==> src/rtl/key_event_conditioner.sv <==
// Key conditioner: 2-flop synchroniser, per-key debounce, press/release pulse generation.
// Optional autorepeat pulses are built only when KEY_AUTOREPEAT_EN is defined.
module key_event_conditioner #(
    parameter int w_key           = 4,
    parameter bit active_low      = 1'b1,
    parameter int debounce_width  = 16,
    parameter int rep_delay_width = 22,
    parameter int rep_rate_width  = 20
) (
    input  logic             clk,
    input  logic             reset_n,
    input  logic [w_key-1:0] key_sw,
    output logic [w_key-1:0] key_state,
    output logic [w_key-1:0] key_press,
    output logic [w_key-1:0] key_release,
    output logic [w_key-1:0] key_repeat
);

    // The sync chain powers up holding the "released" raw level so that no
    // phantom press is seen straight out of reset.
    localparam logic [w_key-1:0] SYNC_IDLE = active_low ? {w_key{1'b1}} : {w_key{1'b0}};
    localparam logic [debounce_width-1:0] CNT_MAX = {debounce_width{1'b1}};

    if (w_key < 1 || debounce_width < 1 || rep_delay_width < 1 || rep_rate_width < 1) begin : g_bad_params
        $error("key_event_conditioner: all width parameters must be >= 1");
    end

    logic [w_key-1:0]                     sync1_q, sync1_d;
    logic [w_key-1:0]                     sync2_q, sync2_d;
    logic [w_key-1:0]                     sync_norm;
    logic [w_key-1:0][debounce_width-1:0] cnt_q, cnt_d;
    logic [w_key-1:0]                     state_q, state_d;
    logic [w_key-1:0]                     press_q, press_d;
    logic [w_key-1:0]                     release_q, release_d;

    always_comb begin
        sync1_d   = key_sw;
        sync2_d   = sync1_q;
        sync_norm = active_low ? ~sync2_q : sync2_q;
        cnt_d     = cnt_q;
        state_d   = state_q;
        press_d   = '0;
        release_d = '0;
        for (int k = 0; k < w_key; k++) begin
            if (sync_norm[k] == state_q[k]) begin
                cnt_d[k] = '0;
            end else if (cnt_q[k] != CNT_MAX) begin
                cnt_d[k] = cnt_q[k] + debounce_width'(1);
            end else begin
                // Disagreement has persisted for the full period: accept it.
                state_d[k]   = sync_norm[k];
                cnt_d[k]     = '0;
                press_d[k]   = sync_norm[k];
                release_d[k] = ~sync_norm[k];
            end
        end
    end

    always_ff @(posedge clk or posedge reset_n) begin
        if (reset_n) begin
            sync1_q   <= SYNC_IDLE;
            sync2_q   <= SYNC_IDLE;
            cnt_q     <= '0;
            state_q   <= '0;
            press_q   <= '0;
            release_q <= '0;
        end else begin
            sync1_q   <= sync1_d;
            sync2_q   <= sync2_d;
            cnt_q     <= cnt_d;
            state_q   <= state_d;
            press_q   <= press_d;
            release_q <= release_d;
        end
    end

    assign key_state   = state_q;
    assign key_press   = press_q;
    assign key_release = release_q;

`ifdef KEY_AUTOREPEAT_EN
    localparam int REP_W = (rep_delay_width > rep_rate_width) ? rep_delay_width : rep_rate_width;
    localparam logic [REP_W-1:0] DELAY_LAST = REP_W'({rep_delay_width{1'b1}});
    localparam logic [REP_W-1:0] RATE_LAST  = REP_W'({rep_rate_width{1'b1}});

    logic [w_key-1:0][REP_W-1:0] rep_cnt_q, rep_cnt_d;
    logic [w_key-1:0]            rep_phase_q, rep_phase_d;
    logic [w_key-1:0]            repeat_q, repeat_d;

    // rep_phase 0 = waiting out the initial delay, 1 = periodic repeat.
    always_comb begin
        rep_cnt_d   = rep_cnt_q;
        rep_phase_d = rep_phase_q;
        repeat_d    = '0;
        for (int k = 0; k < w_key; k++) begin
            if (!state_d[k] || press_d[k]) begin
                rep_cnt_d[k]   = '0;
                rep_phase_d[k] = 1'b0;
            end else if ((!rep_phase_q[k] && rep_cnt_q[k] == DELAY_LAST) ||
                         ( rep_phase_q[k] && rep_cnt_q[k] == RATE_LAST)) begin
                repeat_d[k]    = 1'b1;
                rep_cnt_d[k]   = '0;
                rep_phase_d[k] = 1'b1;
            end else begin
                rep_cnt_d[k] = rep_cnt_q[k] + REP_W'(1);
            end
        end
    end

    always_ff @(posedge clk or posedge reset_n) begin
        if (reset_n) begin
            rep_cnt_q   <= '0;
            rep_phase_q <= '0;
            repeat_q    <= '0;
        end else begin
            rep_cnt_q   <= rep_cnt_d;
            rep_phase_q <= rep_phase_d;
            repeat_q    <= repeat_d;
        end
    end

    assign key_repeat = repeat_q;
`else
    assign key_repeat = '0;
`endif

endmodule

==> config.mk <==
export PLATFORM = sky130hd
export DESIGN_NAME = key_event_conditioner
export DESIGN_NICKNAME = d
export VERILOG_FILES = /design/src/rtl/key_event_conditioner.sv
export SDC_FILE = /design/constraint.sdc
export NUM_CORES = 1
export LEC_CHECK = 0
export CORE_UTILIZATION = 59
export CTS_CLUSTER_DIAMETER = 40
export DETAILED_ROUTE_END_ITERATION = 8
export GPL_ROUTABILITY_DRIVEN = 0
export PLACE_DENSITY = 0.79
export SETUP_SLACK_MARGIN = 0.5
export SLEW_MARGIN = 10
export SYNTH_ARGS = -nofsm -noshare
export SYNTH_HDL_FRONTEND = slang
export SYNTH_SLANG_ARGS = --single-unit
==> constraint.sdc <==
create_clock -name clk -period 3.4 [get_ports clk]
set_input_delay 0.68 -clock clk [delete_from_list [all_inputs] [get_ports clk]]
set_output_delay 0.68 -clock clk [all_outputs]
set_load 0.01 [all_outputs]
==> impl_results.md <==
- Status: completed
- Detailed Routing Iterations Pass 1: 4
- Antenna violations before repair: 0
- Clock tree sinks: 84
- Register area: 2112 um2
- Post-Syn Instances: 359
- Fmax: 493.0 MHz
- Critical path peak fanout: 5
- # fillers: 455
- Final HPWL DP: 3953 um
- Reg2Reg Setup Slack: 1520 ps
- Largest net degree at the start of global routing: 44
- Crit path max-delay family: buffers and inverters
- Main synth FF type: dfrtp_1
- Post-Syn Area: 3815 um2
- H-tree depth: 3
- CTS tree: yes
- Post-Route WL: 5907 um
- Crit end category: output port
- Num rows: 28
- Die area: 6791 um2
- Fraction of registers with async set/reset: 1.000
- Critical path class: flop to output port
- Data arrival, critical path: 1350 ps
- Die Y: 82.41 um
- Period utilization: 0.5965
- RSZ-0062 raised after global routing: false
- Seq/Total Area, Yosys: 0.5536
- Final #Nets: 393
- # setup viols final: 0
- Worst path buffer plus inverter count: 1
- Clk root buf: clkbuf_8
- Leak: 1.733 nW
- Area growth syn-to-layout: 11.32%
- Worst-Margin Slew: 719.5 ps
- Share of layout cells above drive strength 1: 0.1108
- Num CTS Buffers: 9
- Critical path launch point: key_state[2]
- Vias per std cell: 5.194
- Placed Area: 4036 um2
- Number of synthesized register bits: 84
- Warnings from Yosys: 0
- Gr ovfl total: 0
- Worst skew pair latency: 340 ps
- Port Buffers: 17
- Worst-path clk slew: 80 ps
- DR WL/cell: 12.76 um
- Synth Area per Inst: 10.63 um2
- PD cells: 432.7 nW/um2
- Hold Path Stages: 0
- Overall via count from detail_route: 2,405
- Uppermost routed layer: met4
- Highest-delay cell along the critical path: clkdlybuf4s50_1
- Tot GR Track Use: 0.2004
- Initial drt markers: 150
- R2R depth: 5
- Worst reg2reg startpoint: cnt_q[0]
- Die width: 82.41 um
- Post-synthesis cell type count: 24
- Residual DRC count: 0
- Ant diodes: 0
- Initial Utilization: 0.6294
- Fin crit period: 2028 ps
- Post-CTS Resized: 0
- Met3 wire len: 178 um
- WL met2: 2732 um
- Worst ir drop on vdd: 0.2346 mV
- Length of routed wiring on met1: 2897 um
- Antenna Nets Post-Route: 0
- Final Hold Viols: 0
- Worst Skew: 12.38 ps
- Final Cell Area: 4247 um2
- CTS Hold Buffers Added: 0
- Clk buf depth: 2
- Ports: 22
- Crit-path cells: clkdlybuf4s50_1
- Fin. max-slew vios: 0
- Multi-input gate area: 1572 um2
- Vias in the first global route: 2,263
- Worst hold endpoint: sync2_q[0]
- Post-synth EDFFs: 0
- Min-Delay Path Class: flop to flop
- Slew HR: 0.5198
- Reg-to-reg endpoint: cnt_q[13]
- Fin Setup TNS: 0 ps
- Post-CTS Setup Repair Bufs: 0
- Hold Path Origin: sync1_q[0]
- Global-route wire length before repair: 10,140 um
- Core area: 6061 um2
- Crit path launch type: flop
- MaxCap Viol Count: 0
- Slowest cell delay on critical path: 570 ps
- CP Data Required Time: 2720 ps
-- report_power, final --
| group | internal (mW) | switching (mW) | total (mW) |
|---|---|---|---|
| registers | 1.02 | 0.0153 | 1.03 |
| clock network | 0.381 | 0.356 | 0.737 |
| logic | 0.0231 | 0.0439 | 0.0670 |
| total | 1.42 | 0.415 | 1.84 |
-- registers in the layout, indices dropped and copies added, names as in the netlist --
signal	cells
cnt_q	64
key_state	4
key_press	4
sync2_q	4
key_release	4
sync1_q	4
-- worst max-delay path by stage --
stage | cells past startpoint | end | slack (ps)
after floorplan | 1 | cnt_q[0] | 570
after global placement | 3 | sync2_q[1] | 1530
after detailed placement | 3 | sync2_q[2] | 1500
after CTS | 1 | key_state[2] | 1350
after global routing | 1 | key_state[1] | 1290
final | 1 | key_state[2] | 1370
-- synth_stat cells, types with 5 or more instances --
| cell type | instances | area share |
|---|---|---|
| dfrtp_1 | 76 | 0.50 |
| dfstp_2 | 8 | 0.055 |
| inv_1 | 18 | 0.018 |
| nand2_1 | 18 | 0.018 |
| nand3_1 | 17 | 0.022 |
| nand4_1 | 11 | 0.018 |
| nor2_1 | 81 | 0.080 |
| nor3_1 | 20 | 0.026 |
| nor4_1 | 13 | 0.021 |
| o21ai_0 | 5 | 0.0066 |
| xnor2_1 | 51 | 0.12 |
| xor2_1 | 9 | 0.021 |
-- layer usage --
layer	vias to the layer above	GRT usage
met2	36	0.3000
met4	0	0.08421
met1	1137	0.2817
met5	-	0
met3	9	0.04396
li1	1223	-
-- cells by family after synthesis --
logic type               synth area share
AO/OA/AOI/OAI                     0.01082
XOR/XNOR                           0.1378
adder cells (fa/ha/maj)           0.01312
buffers and inverters             0.03739
flip-flops                         0.5536
other                           0.0009830
AND/OR/NAND/NOR                    0.2463
-- final cells by class --
cell class                      instances  share of cell area
Clock inverter                          5             0.01385
Tap cell                               75             0.02210
Multi-Input combinational cell        252              0.3701
Clock buffer                           11             0.03565
Sequential cell                        84              0.4973
Timing Repair Buffer                   18             0.04478
Inverter                               18             0.01621
-- cell usage in the layout (no fill, tap or decap), types with 2 or more instances in the layout --
cell type        Yosys  routed
nor2_1              81      81
dfrtp_1             76      76
xnor2_1             51      51
nor3_1              20      20
nand2_1             18      18
inv_1               18      17
nand3_1             17      17
clkdlybuf4s50_1      0      17
nor4_1              13      13
nand4_1             11      11
clkbuf_8             0      11
xor2_1               9       9
dfstp_2              8       8
o21ai_0              5       5
nand3_2              4       4
or4_4                4       4
ha_1                 4       4
conb_1               1       4
nand4_4              3       3
nand2b_4             3       3
and3_1               2       2
clkinv_2             0       2
clkinvlp_4           0       2
-- stage by stage --
step / worst slack (ps) / hold WS, ps / power (mW) / cells / util
2_1_floorplan: 568.1 / 345.2 / 1.106 / 362 / -
3_3_place_gp: 1530 / 345.6 / 1.119 / 447 / 0.6660
3_5_place_dp: 1497 / 347.2 / 1.123 / 447 / 0.6660
4_1_cts: 1347 / 359.0 / 1.856 / 463 / 0.7007
5_1_grt: 1285 / 361.8 / 1.915 / 463 / 0.7007
6_report: 1372 / 358.2 / 1.838 / 463 / 0.7007
Power figures use the tool's default switching activity.
